===== config.mk =====
export PLATFORM = sky130hd
export DESIGN_NAME = divider_16by8_flat
export DESIGN_NICKNAME = d
export VERILOG_FILES = /design/src/rtl/divider_16by8_pkg.sv /design/src/rtl/divider_16by8_if.sv /design/src/rtl/divider_16by8_fd.sv /design/src/rtl/divider_16by8.sv /design/src/flat_wrapper.sv
export SDC_FILE = /design/constraint.sdc
export NUM_CORES = 1
export LEC_CHECK = 0
export CAP_MARGIN = 20
export CORE_ASPECT_RATIO = 1.5
export CORE_MARGIN = 2
export CORE_UTILIZATION = 50
export DETAILED_ROUTE_END_ITERATION = 6
export PLACE_DENSITY = 0.76
export SYNTH_ARGS = -nofsm -noshare
export SYNTH_HDL_FRONTEND = slang
export SYNTH_HIERARCHICAL = 1
export SYNTH_SLANG_ARGS = --single-unit

===== constraint.sdc =====
create_clock -name CLK -period 3.8 [get_ports CLK]
set_input_delay 0.57 -clock CLK [delete_from_list [all_inputs] [get_ports CLK]]
set_output_delay 0.57 -clock CLK [all_outputs]
set_load 0.01 [all_outputs]

===== src/rtl/divider_16by8_pkg.sv =====
// Shared constants and FSM encoding
// for the 16-by-8 restoring divider.
package divider_16by8_pkg;

  localparam int WN = 8;
  localparam int N_ITER = WN;
  localparam int CNT_W = $clog2(N_ITER);

  localparam logic [WN-1:0] OVF_RES = 8'hFF;

  typedef enum logic [1:0] {
    S_IDLE   = 2'd0,
    S_CHECK  = 2'd1,
    S_ITER   = 2'd2,
    S_FINISH = 2'd3
  } state_t;

endpackage


===== src/rtl/divider_16by8_if.sv =====
// Request/result bundle between a
// requester and the divider.
interface divider_16by8_if #(
  parameter int WN = 8
);

  logic            start;
  logic [2*WN-1:0] dividend;
  logic [WN-1:0]   divisor;
  logic [WN-1:0]   quotient;
  logic [WN-1:0]   remainder;
  logic            BUSY;
  logic            DONE;
  logic            OVF;

  modport master (
    output start,
    output dividend,
    output divisor,
    input  quotient,
    input  remainder,
    input  BUSY,
    input  DONE,
    input  OVF
  );

  modport slave (
    input  start,
    input  dividend,
    input  divisor,
    output quotient,
    output remainder,
    output BUSY,
    output DONE,
    output OVF
  );

endinterface


===== src/rtl/divider_16by8_fd.sv =====
// Divider datapath: operand, partial
// remainder and quotient registers.
module divider_16by8_fd
  import divider_16by8_pkg::*;
#(
  parameter int WN = 8
) (
  input  logic            clk,
  input  logic            rst,
  input  logic            load,
  input  logic            step,
  input  logic            ovf_set,
  input  logic            res_load,
  input  logic [2*WN-1:0] dividend,
  input  logic [WN-1:0]   divisor,
  output logic            ovf_cond,
  output logic [WN-1:0]   quotient,
  output logic [WN-1:0]   remainder
);

  // prem_q starts as the dividend high
  // half; lq_q starts as the low half
  // and fills with quotient bits as the
  // dividend bits shift out of its MSB.
  logic [WN:0]   prem_q;
  logic [WN-1:0] lq_q;
  logic [WN-1:0] dvs_q;
  logic [WN-1:0] q_res;
  logic [WN-1:0] r_res;

  logic [WN:0]   shifted;
  logic [WN:0]   diff;
  logic          ge;
  logic [WN:0]   p_nxt;
  logic [WN-1:0] lq_nxt;

  assign shifted = {prem_q[WN-1:0], lq_q[WN-1]};
  assign diff    = shifted - {1'b0, dvs_q};
  assign ge      = shifted >= {1'b0, dvs_q};
  assign p_nxt   = ge ? diff : shifted;
  assign lq_nxt  = {lq_q[WN-2:0], ge};

  // Quotient would not fit in WN bits.
  assign ovf_cond = (dvs_q == '0) ||
                    (prem_q >= {1'b0, dvs_q});

  assign quotient  = q_res;
  assign remainder = r_res;

  // Working registers and held results;
  // results change only when a final
  // value is ready.
  always_ff @(posedge clk or posedge rst) begin
    if (rst) begin
      prem_q <= '0;
      lq_q   <= '0;
      dvs_q  <= '0;
      q_res  <= '0;
      r_res  <= '0;
    end else begin
      if (load) begin
        prem_q <= {1'b0, dividend[2*WN-1:WN]};
        lq_q   <= dividend[WN-1:0];
        dvs_q  <= divisor;
      end else if (step) begin
        prem_q <= p_nxt;
        lq_q   <= lq_nxt;
      end
      if (ovf_set) begin
        q_res <= OVF_RES;
        r_res <= OVF_RES;
      end else if (res_load) begin
        q_res <= lq_nxt;
        r_res <= p_nxt[WN-1:0];
      end
    end
  end

endmodule


===== src/rtl/divider_16by8.sv =====
// 16-by-8 unsigned restoring divider:
// control FSM, step counter, flags.
module divider_16by8
  import divider_16by8_pkg::*;
#(
  parameter int WN = 8
) (
  input  logic           CLK,
  input  logic           RESET,
  divider_16by8_if.slave bus
);

  state_t state_q;
  state_t state_d;

  logic [CNT_W-1:0] cnt_q;
  logic             last;
  logic             load;
  logic             step;
  logic             ovf_set;
  logic             res_load;
  logic             ovf_cond;
  logic             busy;
  logic             done;
  logic             ovf_q;

  assign last = cnt_q == CNT_W'(N_ITER - 1);

  // State register.
  always_ff @(posedge CLK or posedge RESET) begin
    if (RESET) begin
      state_q <= S_IDLE;
    end else begin
      state_q <= state_d;
    end
  end

  // Next-state logic.
  always_comb begin
    state_d = state_q;
    unique case (state_q)
      S_IDLE:   if (bus.start) state_d = S_CHECK;
      S_CHECK:  state_d = ovf_cond ? S_FINISH : S_ITER;
      S_ITER:   if (last) state_d = S_FINISH;
      S_FINISH: state_d = S_IDLE;
      default:  state_d = S_IDLE;
    endcase
  end

  // Control strobes and status outputs.
  always_comb begin
    busy     = 1'b1;
    done     = 1'b0;
    load     = 1'b0;
    step     = 1'b0;
    ovf_set  = 1'b0;
    res_load = 1'b0;
    unique case (state_q)
      S_IDLE: begin
        busy = 1'b0;
        load = bus.start;
      end
      S_CHECK:  ovf_set = ovf_cond;
      S_ITER: begin
        step     = 1'b1;
        res_load = last;
      end
      S_FINISH: done = 1'b1;
      default:  busy = 1'b0;
    endcase
  end

  // Iteration counter, cleared on accept.
  always_ff @(posedge CLK or posedge RESET) begin
    if (RESET) begin
      cnt_q <= '0;
    end else if (load) begin
      cnt_q <= '0;
    end else if (step) begin
      cnt_q <= cnt_q + 1'b1;
    end
  end

  // Overflow flag, updated with results.
  always_ff @(posedge CLK or posedge RESET) begin
    if (RESET) begin
      ovf_q <= 1'b0;
    end else if (ovf_set) begin
      ovf_q <= 1'b1;
    end else if (res_load) begin
      ovf_q <= 1'b0;
    end
  end

  divider_16by8_fd #(
    .WN(WN)
  ) u_fd (
    .clk      (CLK),
    .rst      (RESET),
    .load     (load),
    .step     (step),
    .ovf_set  (ovf_set),
    .res_load (res_load),
    .dividend (bus.dividend),
    .divisor  (bus.divisor),
    .ovf_cond (ovf_cond),
    .quotient (bus.quotient),
    .remainder(bus.remainder)
  );

  assign bus.BUSY = busy;
  assign bus.DONE = done;
  assign bus.OVF  = ovf_q;

endmodule

===== src/flat_wrapper.sv =====
// flat-port wrapper written by rule: the top's interface ports become plain ports
module divider_16by8_flat import divider_16by8_pkg::*;
#(
  parameter int WN = 8
)
  (CLK, RESET, bus_start, bus_dividend, bus_divisor, bus_quotient, bus_remainder, bus_BUSY, bus_DONE, bus_OVF);
  divider_16by8_if #(.WN(WN)) bus_i ();
  input  logic CLK;
  input  logic RESET;
  input wire logic [$bits(bus_i.start)-1:0] bus_start;
  input wire logic [$bits(bus_i.dividend)-1:0] bus_dividend;
  input wire logic [$bits(bus_i.divisor)-1:0] bus_divisor;
  output wire logic [$bits(bus_i.quotient)-1:0] bus_quotient;
  output wire logic [$bits(bus_i.remainder)-1:0] bus_remainder;
  output wire logic [$bits(bus_i.BUSY)-1:0] bus_BUSY;
  output wire logic [$bits(bus_i.DONE)-1:0] bus_DONE;
  output wire logic [$bits(bus_i.OVF)-1:0] bus_OVF;
  assign bus_i.start = bus_start;
  assign bus_i.dividend = bus_dividend;
  assign bus_i.divisor = bus_divisor;
  assign bus_quotient = bus_i.quotient;
  assign bus_remainder = bus_i.remainder;
  assign bus_BUSY = bus_i.BUSY;
  assign bus_DONE = bus_i.DONE;
  assign bus_OVF = bus_i.OVF;
  divider_16by8 #(.WN(WN)) u_core (.CLK(CLK), .RESET(RESET), .bus(bus_i));
endmodule

# Yosys cells after proc, flatten, opt, wreduce, memory -nomap -nowiden

Index checks and enable logic that the tools add are counted.

Flip-flop bits (word level): 47
Bits of input ports: 27
Output and inout bits: 19
Logic and storage cells: 47

$add $sub $neg: 2
Magnitude comparators: 2
Equality and inequality tests: 6
Mux-type cells: 23
Reduce and logical (&&, ||, !) cells: 6

Operator list:

| operator                                                         | count |
|---|---|
| 8-bit two-way mux                                                | 6 |
| 9-bit two-way mux                                                | 3 |
| 9-bit by 8-bit >= comparator with 1-bit output                   | 2 |
| 1-bit two-way mux                                                | 9 |
| 9-bit by 8-bit subtractor with 9-bit output                      | 1 |
| 8-bit zero test                                                  | 1 |
| 2-bit case mux with 4 select lines                               | 1 |
| 3-bit two-way mux                                                | 2 |
| 2-bit == test (second input constant)                            | 2 |
| 2-bit two-way mux                                                | 2 |
| 2-bit nonzero test                                               | 2 |
| 3-bit by 1-bit adder with 3-bit output (second input constant)   | 1 |
| 3-bit == test (second input constant)                            | 1 |
| 2-bit by 1-bit == test with 1-bit output (second input constant) | 1 |
| 2-bit zero test                                                  | 1 |
| 2-bit by 1-bit != test with 1-bit output (second input constant) | 1 |
| 2-bit != test (second input constant)                            | 1 |
| 2-bit AND reduction                                              | 1 |
| 1-bit logical OR                                                 | 1 |

# Logic depth before layout (Yosys ltp)

Gate-level depths: netlist of run 1.

Depth in word-level cells: 4
Depth in mapped cells: 12
Gate-level depth less buffers: 10

# Modules after synthesis

Netlist of run 1, hierarchy kept.

By module, submodules not included:

| module           | times used | cells each | area each (um2) | seq. area each (um2) |
|---|---|---|---|---|
| divider_16by8_fd | 1          | 264        | 2544.9          | 1026.0 |
| divider_16by8    | 1          | 36         | 401.6           | 150.1 |

# Least setup slack after synthesis of run 1

OpenSTA, ideal clock, no wires.

Path type: reg-to-reg
Start point: reg u_core.u_fd.prem_q[0]
End point: reg u_core.u_fd.r_res[5], in the netlist u_core/u_fd/remainder[5]
Library setup time: 0.129 ns
Data arrival time: 2.073 ns
Data required time: 3.671 ns
Path slack: 1.598 ns
Cell stages (with the launch flop): 12
Buffers on the path: 1
Period minus slack after synthesis: 2.202 ns
Cell sequence: dfrtp_1 -> inv_1 -> ha_1 -> nand2b_1 -> a21oi_1 -> nor2b_1 -> o2111ai_1 -> a31oi_1 -> and2_1 -> clkbuf_1 -> or3_1 -> o41a_1

Cells in the longest elaborated chain, start to end: 4
Elaborated cells on any way between the ends: 9
Classes of those cells: 1 x add/sub; 2 x order compare; 4 x mux; 2 x reduce/logical

RTL lines:

| what                                                           | RTL line               | RTL |
|---|---|---|
| start, declared                                                | divider_16by8_fd.sv:25 | `logic [WN:0] prem_q;` |
| start signal, assigned                                         | divider_16by8_fd.sv:62 | `prem_q <= {1'b0, dividend[2*WN-1:WN]};` |
| start signal, assigned                                         | divider_16by8_fd.sv:66 | `prem_q <= p_nxt;` |
| 9-bit by 8-bit >= comparator with 1-bit output (*)             | divider_16by8_fd.sv:45 | `(prem_q >= {1'b0, dvs_q});` |
| 1-bit logical OR (*)                                           | divider_16by8_fd.sv:44 | `assign ovf_cond = (dvs_q == '0) \|\|` |
| named net u_core.ovf_cond                                      | divider_16by8.sv:22    | `logic ovf_cond;` |
| 1-bit two-way mux (*)                                          | divider_16by8.sv:58    | `unique case (state_q)` |
| named net u_core.ovf_set                                       | divider_16by8.sv:20    | `logic ovf_set;` |
| 8-bit two-way mux / 2-bit nonzero test (equally long branches) | -                      |  |
| end signal, assigned                                           | divider_16by8_fd.sv:74 | `r_res <= p_nxt[WN-1:0];` |
| end, declared                                                  | divider_16by8_fd.sv:29 | `logic [WN-1:0] r_res;` |

Mark *: on every way through the listed nets, which the timed path passes. The rest lies on a longest branch. The select of a mux whose other input is x is not followed.
A chain may end at the register's enable or synchronous reset.

# Final worst setup path of run 1

Start point: reg u_core.state_q[0]
End point: reg u_core.u_fd.r_res[6], in the netlist u_core/u_fd/remainder[6]

Cells in the longest elaborated chain, start to end: 3
Elaborated cells on any way between the ends: 6
Classes of those cells: 2 x eq/ne; 3 x mux; 1 x reduce/logical

RTL lines:

| what                         | RTL line            | RTL |
|---|---|---|
| start, declared              | divider_16by8.sv:13 | `state_t state_q;` |
| start signal, assigned       | divider_16by8.sv:34 | `state_q <= state_d;` |
| 2-bit == test                | divider_16by8.sv:58 |  |
| 1-bit two-way mux            | divider_16by8.sv:58 |  |
| named net u_core.res_load    | divider_16by8.sv:21 | `logic res_load;` |
| 2-bit nonzero test (no line) | -                   |  |

The timed path passes the listed nets, and every way through them passes these cells.

==> metrics, run 1 <==
startpoint types flop; pwr/cell area 937 nW/um^2; ranking of synthesized cells by area dfrtp_1 (40%), ha_1 (9.8%), mux2i_1 (3.4%); global route overflow 0; TritonRoute pass-1 iters 4; CTS Sinks 47; largest net degree at the start of global routing between 40 and 50; Maximum Capacitance Violations 0; drt wl/cell ~17 microns; Peak Freq 0.386 GHz; DP HPWL ~5200 microns; residual DRC count 0; Main synth FF type dfrtp_1; Async S/R FF share, synth 1.00; nets ~390; number of DRC markers in iteration 0 between 100 and 150; CP max FO 26; top cell type's share of synthesized area 0.399; Cell Area, Placed between 3000 and 4000 sq um; Die X approximately 67 microns; Synth Area in Adders 0.104; crit path kind reg -> reg; vias per std cell slightly below 6; minimum clock period around 2.6 ns; WP data required about 4.0 ns; Fillers between 500 and 600; status complete, no violations; VDD IR max 0.473 mV; top layer in use met4; Hold Fails Final Rpt 0; setup TNS 0 ns; share of layout cells above drive strength 1 0.0765; fin crit share 0.682; flops & latches, synth 47; Setup crit end kind flop; metal2 WL around 3700 microns; relative slew slack 0.492; largest family of logic cells by synthesized area compound AO/OA/AOI/OAI gates; clk_skew ~0.012 ns; Synth Cell Area just under 3000 sq um; post-synthesis mux area share 0.0429; WL met3 242 microns; antenna violations before repair 0; fin util 0.608; cts hold-fix bufs 0; EDFF count, synth 0; Syn Area/Cell around 9.8 sq um; initial core utilization 0.513; Synth Area in Compound Gates 0.230; worst hold margin ~0.49 ns; Syn. warnings 6; wl on met1 roughly 2800 microns; Synthesized Nets 351; CORE AREA between 5000 and 6000 sq um; GRT Overall Usage 0.226; RD Place Congestion slightly below 0.9; cts repair resizes 0; first-pass GRT wire length between 10000 and 15000 microns; Post-DRT Antenna Nets 0; RSZ-0062 raised after global routing false; Synth Area in Simple Gates 0.163; final slew viol count 0; clock tree buffer depth 2; clk slew on worst S/H paths 0.08 ns; Synth Area in XOR/XNOR 0.00594; drt total wl 6830 microns; endpoints failing setup 0; Num CTS Buffers 5; Die ar. between 6000 and 7000 sq um; CTS tree yes; Post-CTS Setup Bufs 0; Worst EP arrival between 2 and 3 ns; Leak 1.41 nW; DR vias roughly 2400; Area Overhead vs Synth 18.6%; post-synthesis sequential area ratio 0.399; Synth cell types slightly below 60; Port Buffer Count 45; ant diodes 0; cell taking the most area after synthesis dfrtp_1; vias in the first global route 2424; Mapped Cells 300; Hold Path Class reg -> reg; die height just under 100 microns; Clk Latency, worst-skew pair ~0.30 ns; Least-Margin Pin Slew about 0.76 ns; row count 34; Root Buffer clkbuf_8; H-tree levels 2; boundary pin count 46; Design Area, Final roughly 3500 sq um
where the power goes:
| group | internal [mW] | switching, mW | total, mW | leakage, nW |
|---|---|---|---|---|
| Sequential | 0.707 | 0.183 | 0.890 | 0.514 |
| Combinational | 0.923 | 1.18 | 2.11 | 0.862 |
| Clock | 0.123 | 0.154 | 0.277 | 0.0371 |
| Total | 1.75 | 1.52 | 3.27 | 1.41 |
state kept, by name (all words and copies together), names as in the netlist:
| name | count |
|---|---|
| u_core/u_fd/quotient | 8 |
| u_core/cnt_q | 3 |
| u_core/u_fd/dvs_q | 8 |
| u_core/u_fd/prem_q | 9 |
| u_core/u_fd/remainder | 8 |
| u_core/bus.OVF | 1 |
| u_core/state_q | 2 |
| u_core/u_fd/lq_q | 8 |
area by class of cell:
cell class	instances	area, sq um	area share
Clock buffer	6	72.6	0.0208
Inverter	19	71.3	0.0204
Multi-Input combinational cell	220	1610	0.461
Sequential cell	47	1180	0.337
Tap cell	72	90.1	0.0258
Timing Repair Buffer	48	473	0.135
layout by cell type, fill, tap and decap left out, drive strengths merged, types with 3 or more instances in the layout:
master	n
ha	23
clkdlybuf4s50	45
dfrtp	47
nand2b	8
nor2	13
buf	3
o31a	4
nor2b	12
nand3	3
a21oi	15
mux2i	10
o31ai	5
clkbuf	6
nor4	4
a31oi	9
nor3	12
and2	3
or3	5
a211o	9
o21ai	27
inv	19
nand2	20
o2111ai	4
a21o	5
critical path, stage by stage, from the launching register on:
cell	delay, ns
dfrtp_1	0.42
inv_1	0.16
ha_1	0.18
buf_4	0.32
nand2_1	0.12
inv_1	0.48
inv_1	0.32
nor2_1	0.32
a31oi_1	0.14
cell usage after synthesis, types with 2 or more instances:
master,count
nor4_1,4
dfrtp_1,47
buf_6,2
a21oi_1,14
inv_1,19
nor2b_1,9
buf_1,3
o21ai_1,9
nor2_2,2
nor2_1,11
nor2b_4,2
a31o_1,2
nand2_1,20
nor3_1,11
xnor2_1,2
o21a_1,2
o21ai_0,18
o41a_1,2
clkbuf_1,6
a21o_1,4
ha_1,23
and2_1,2
o32ai_1,2
nand2b_1,8
nand3_1,2
o31a_1,4
mux2i_1,10
o2111ai_1,4
a211o_1,9
a31oi_1,9
or3_1,5
clkbuf_8,2
o31ai_1,5
stage by stage:
step | setup slack [ns] | power (mW) | instances
floorplan | 1.60 | 2.46 | 300
global placement | 1.27 | 2.95 | 406
detailed placement | 1.25 | 2.99 | 406
CTS | 1.20 | 3.28 | 412
global route | 0.942 | 3.56 | 412
finish | 1.21 | 3.27 | 412
logic make-up (layout without fill, tap and decap cells):
family,count (synthesis),in the layout
mux,12,12
flops,47,47
buf+inv,33,73
simple gates,86,86
xor+xnor,2,2
fa+ha+maj,24,24
compound gates,96,96
final timing paths:
path                       cells past startpoint                     from                        to  slack [ns]
setup / recovery                               8        u_core/state_q[0]  u_core/u_fd/remainder[6]        1.21
hold / removal                                 1  u_core/u_fd/quotient[0]   u_core/u_fd/quotient[0]        0.49
max in group asynchronous                      3                    RESET   u_core/u_fd/quotient[1]        2.71
setup reg to reg                               8        u_core/state_q[0]  u_core/u_fd/remainder[6]        1.21
hold reg to reg                                1  u_core/u_fd/quotient[0]   u_core/u_fd/quotient[0]        0.49
min in group asynchronous                      2                    RESET         u_core/state_q[0]        0.51
layer usage:
metal / vias up / GRT usage
met4: 0 / 0.0832
met2: 59 / 0.396
met5: - / 0
met1: 1194 / 0.280
met3: 14 / 0.0253
li1: 1178 / -
(Power assumes the default switching activity.)
==> run 2: changes to the inputs <==
CORE_UTILIZATION = 49   (was 50)
PLACE_DENSITY = 0.78   (was 0.76)
clock period = 2.25 ns   (was 3.8 ns; I/O delays follow)
==> run 2 against run 1 <==
The flow now finishes with violations (negative setup slack). Critical path type unchanged. Sequential share of layout area shrank 3.4 points. Routed wire length grew 14%. Worst setup slack lost 1.2 ns. Cell area grew 11%. Sequential power grew 64%. Clock skew shrank 0.0044 ns. Non-clock buffer count grew 37.
==> metrics, run 2 (synthesis results as in run 1) <==
status finished with violations (was complete, no violations); failing checks negative setup slack; endpoints failing setup 1 (was 0); Least-Margin Pin Slew 0.549 ns (was 0.756 ns); cts hold-fix bufs 0 (unchanged); TritonRoute pass-1 iters 4 (unchanged); first-pass GRT wire length 12800 microns (was 11400 microns); Maximum Capacitance Violations 0 (unchanged); row count 34 (unchanged); GRT Overall Usage 0.254 (was 0.226); Reg with most FFs u_core/u_fd/prem_q (unchanged); share of layout cells above drive strength 1 0.208 (was 0.0765); CTS Sinks 47 (unchanged); CP max FO 5 (was 26); startpoint types flop (unchanged); clock tree buffer depth 2 (unchanged); Peak Freq 0.443 GHz (was 0.386 GHz); die height 99.0 microns (was 98.0 microns); drt total wl 7800 microns (was 6830 microns); most common cell after layout, fill and taps aside dfrtp_1 (unchanged); drt wl/cell 17.3 microns (was 16.6 microns); RSZ-0062 raised after global routing true (was false); WP data required 2.46 ns (was 3.97 ns); Fillers 496 (was 522); residual DRC count 0 (unchanged); CTS tree yes (unchanged); RD Place Congestion 0.965 (was 0.883); Setup crit end kind flop (unchanged); setup TNS -0.00822 ns (was 0 ns); Hold Path Class in -> async (was reg -> reg); final slew viol count 0 (unchanged); worst slack, placed -0.0584 ns (was 1.25 ns); boundary pin count 46 (unchanged); number of DRC markers in iteration 0 155 (was 109); H-tree levels 2 (unchanged); VDD IR max 1.05 mV (was 0.473 mV); Num CTS Buffers 5 (unchanged); vias in the first global route 2696 (was 2424); max FFs per register 9 (unchanged); max incr delay on CP 0.47 ns (was 0.48 ns); clk slew on worst S/H paths 0.09 ns (was 0.08 ns); initial core utilization 0.509 (was 0.513); global route overflow 0 (unchanged); Cell Area, Placed 3700 sq um (was 3420 sq um); CORE AREA 5790 sq um (was 5740 sq um); nets 429 (was 392); clk_skew 0.00777 ns (was 0.0121 ns); Die X 67.3 microns (was 66.7 microns); Die ar. 6660 sq um (was 6540 sq um); Hold Fails Final Rpt 0 (unchanged); Worst EP arrival 2.46 ns (was 2.76 ns); Post-DRT Antenna Nets 0 (unchanged); DR vias 2605 (was 2445); Leak 1.63 nW (was 1.41 nW); fin crit share 1.00 (was 0.682); final setup margin -0.00822 ns (was 1.21 ns); most frequent cells in the layout dfrtp_1 (46), clkdlybuf4s50_1 (45), buf_4 (39) (was dfrtp_1 (47), clkdlybuf4s50_1 (45), ha_1 (23)); crit path kind reg -> reg (unchanged); pwr/cell area 1700 nW/um^2 (was 937 nW/um^2); Root Buffer clkbuf_8 (unchanged); Cell Chain, Critical Path inv_1 -> ha_1 -> nor2b_4 -> o31a_1 -> o221a_1 -> or4b_1 -> a311oi_1 (was inv_1 -> ha_1 -> buf_4 -> nand2_1 -> inv_1 -> inv_1 -> nor2_1 -> a31oi_1); Crit-path slowest cell or4b_1 (was inv_1); Area Overhead vs Synth 32.0% (was 18.6%); DP HPWL 6060 microns (was 5220 microns); Design Area, Final 3890 sq um (was 3490 sq um); largest net degree at the start of global routing 42 (unchanged); minimum clock period 2.26 ns (was 2.59 ns); Clk Latency, worst-skew pair 0.30 ns (about the same); relative slew slack 0.634 (was 0.492); Port Buffer Count 45 (unchanged); vias per std cell 5.78 (was 5.93); ant diodes 0 (unchanged); antenna violations before repair 0 (unchanged)
run 2: per-layer routing:
layer | vias to the layer above | routed length (microns) | part of all wire | GRT usage
met1 | 1275 | 3010 | 0.39 | 0.297
met2 | 63 | 4320 | 0.55 | 0.457
met4 | 0 | 210 | 0.027 | 0.0958
met5 | - | 0 | 0 | 0
li1 | 1251 | - | - | -
met3 | 16 | 259 | 0.033 | 0.0354
run 2: path summary, 6_finish.rpt:
path / startpoint / end / slack, ns / cells past startpoint
setup / recovery: u_core/u_fd/dvs_q[2] / u_core/u_fd/prem_q[8] / -0.008 / 7
max in group asynchronous: RESET / u_core/u_fd/dvs_q[0] / 1.33 / 3
hold reg to reg: u_core/u_fd/quotient[0] / u_core/u_fd/quotient[0] / 0.50 / 1
min in group CLK: u_core/u_fd/quotient[0] / u_core/u_fd/quotient[0] / 0.50 / 1
setup reg to reg: u_core/u_fd/dvs_q[2] / u_core/u_fd/prem_q[8] / -0.008 / 7
hold / removal: RESET / u_core/cnt_q[1] / 0.28 / 2
run 2: worst max-delay path: cells and delay by family, from the launching register on:
family,cells,cell delay (ns)
adder cells (fa/ha/maj),1,0.36
AND/OR/NAND/NOR,2,0.63
AO/OA/AOI/OAI,3,0.75
flip-flops,1,0.36
buffers and inverters,1,0.07
run 2: cell type report:
cell class | count | area, sq um | share of cell area
inverters | 19 | 71.3 | 0.0183
repair buffers | 85 | 763 | 0.196
well taps | 72 | 90.1 | 0.0232
multi-input cells | 220 | 1670 | 0.429
clock buffers | 6 | 82.6 | 0.0212
clock inverters | 2 | 35.0 | 0.00901
flip-flops and latches | 47 | 1180 | 0.303
run 2: what timing repair did:
item	in CTS	in global routing
cloned	0	0
pin swaps	2	4
setup buffers	1	0
gates resized for setup	6	9
endpoints found under the setup margin	4	20
run 2: metrics by stage:
step | util | instances | hold slack (ns) | power (mW)
floorplan | - | 300 | 0.128 | 4.15
global placement | 0.640 | 442 | 0.479 | 5.59
detailed placement | 0.640 | 442 | 0.471 | 5.71
CTS | 0.665 | 451 | 0.291 | 6.45
global route | 0.672 | 451 | 0.323 | 7.10
finish | 0.672 | 451 | 0.281 | 6.62
run 2: power by group:
part | total (mW) | switching, mW | internal, mW | leakage, nW
Clock | 0.640 | 0.281 | 0.360 | 0.0612
Combinational | 4.52 | 2.35 | 2.17 | 1.06
Sequential | 1.46 | 0.263 | 1.20 | 0.513
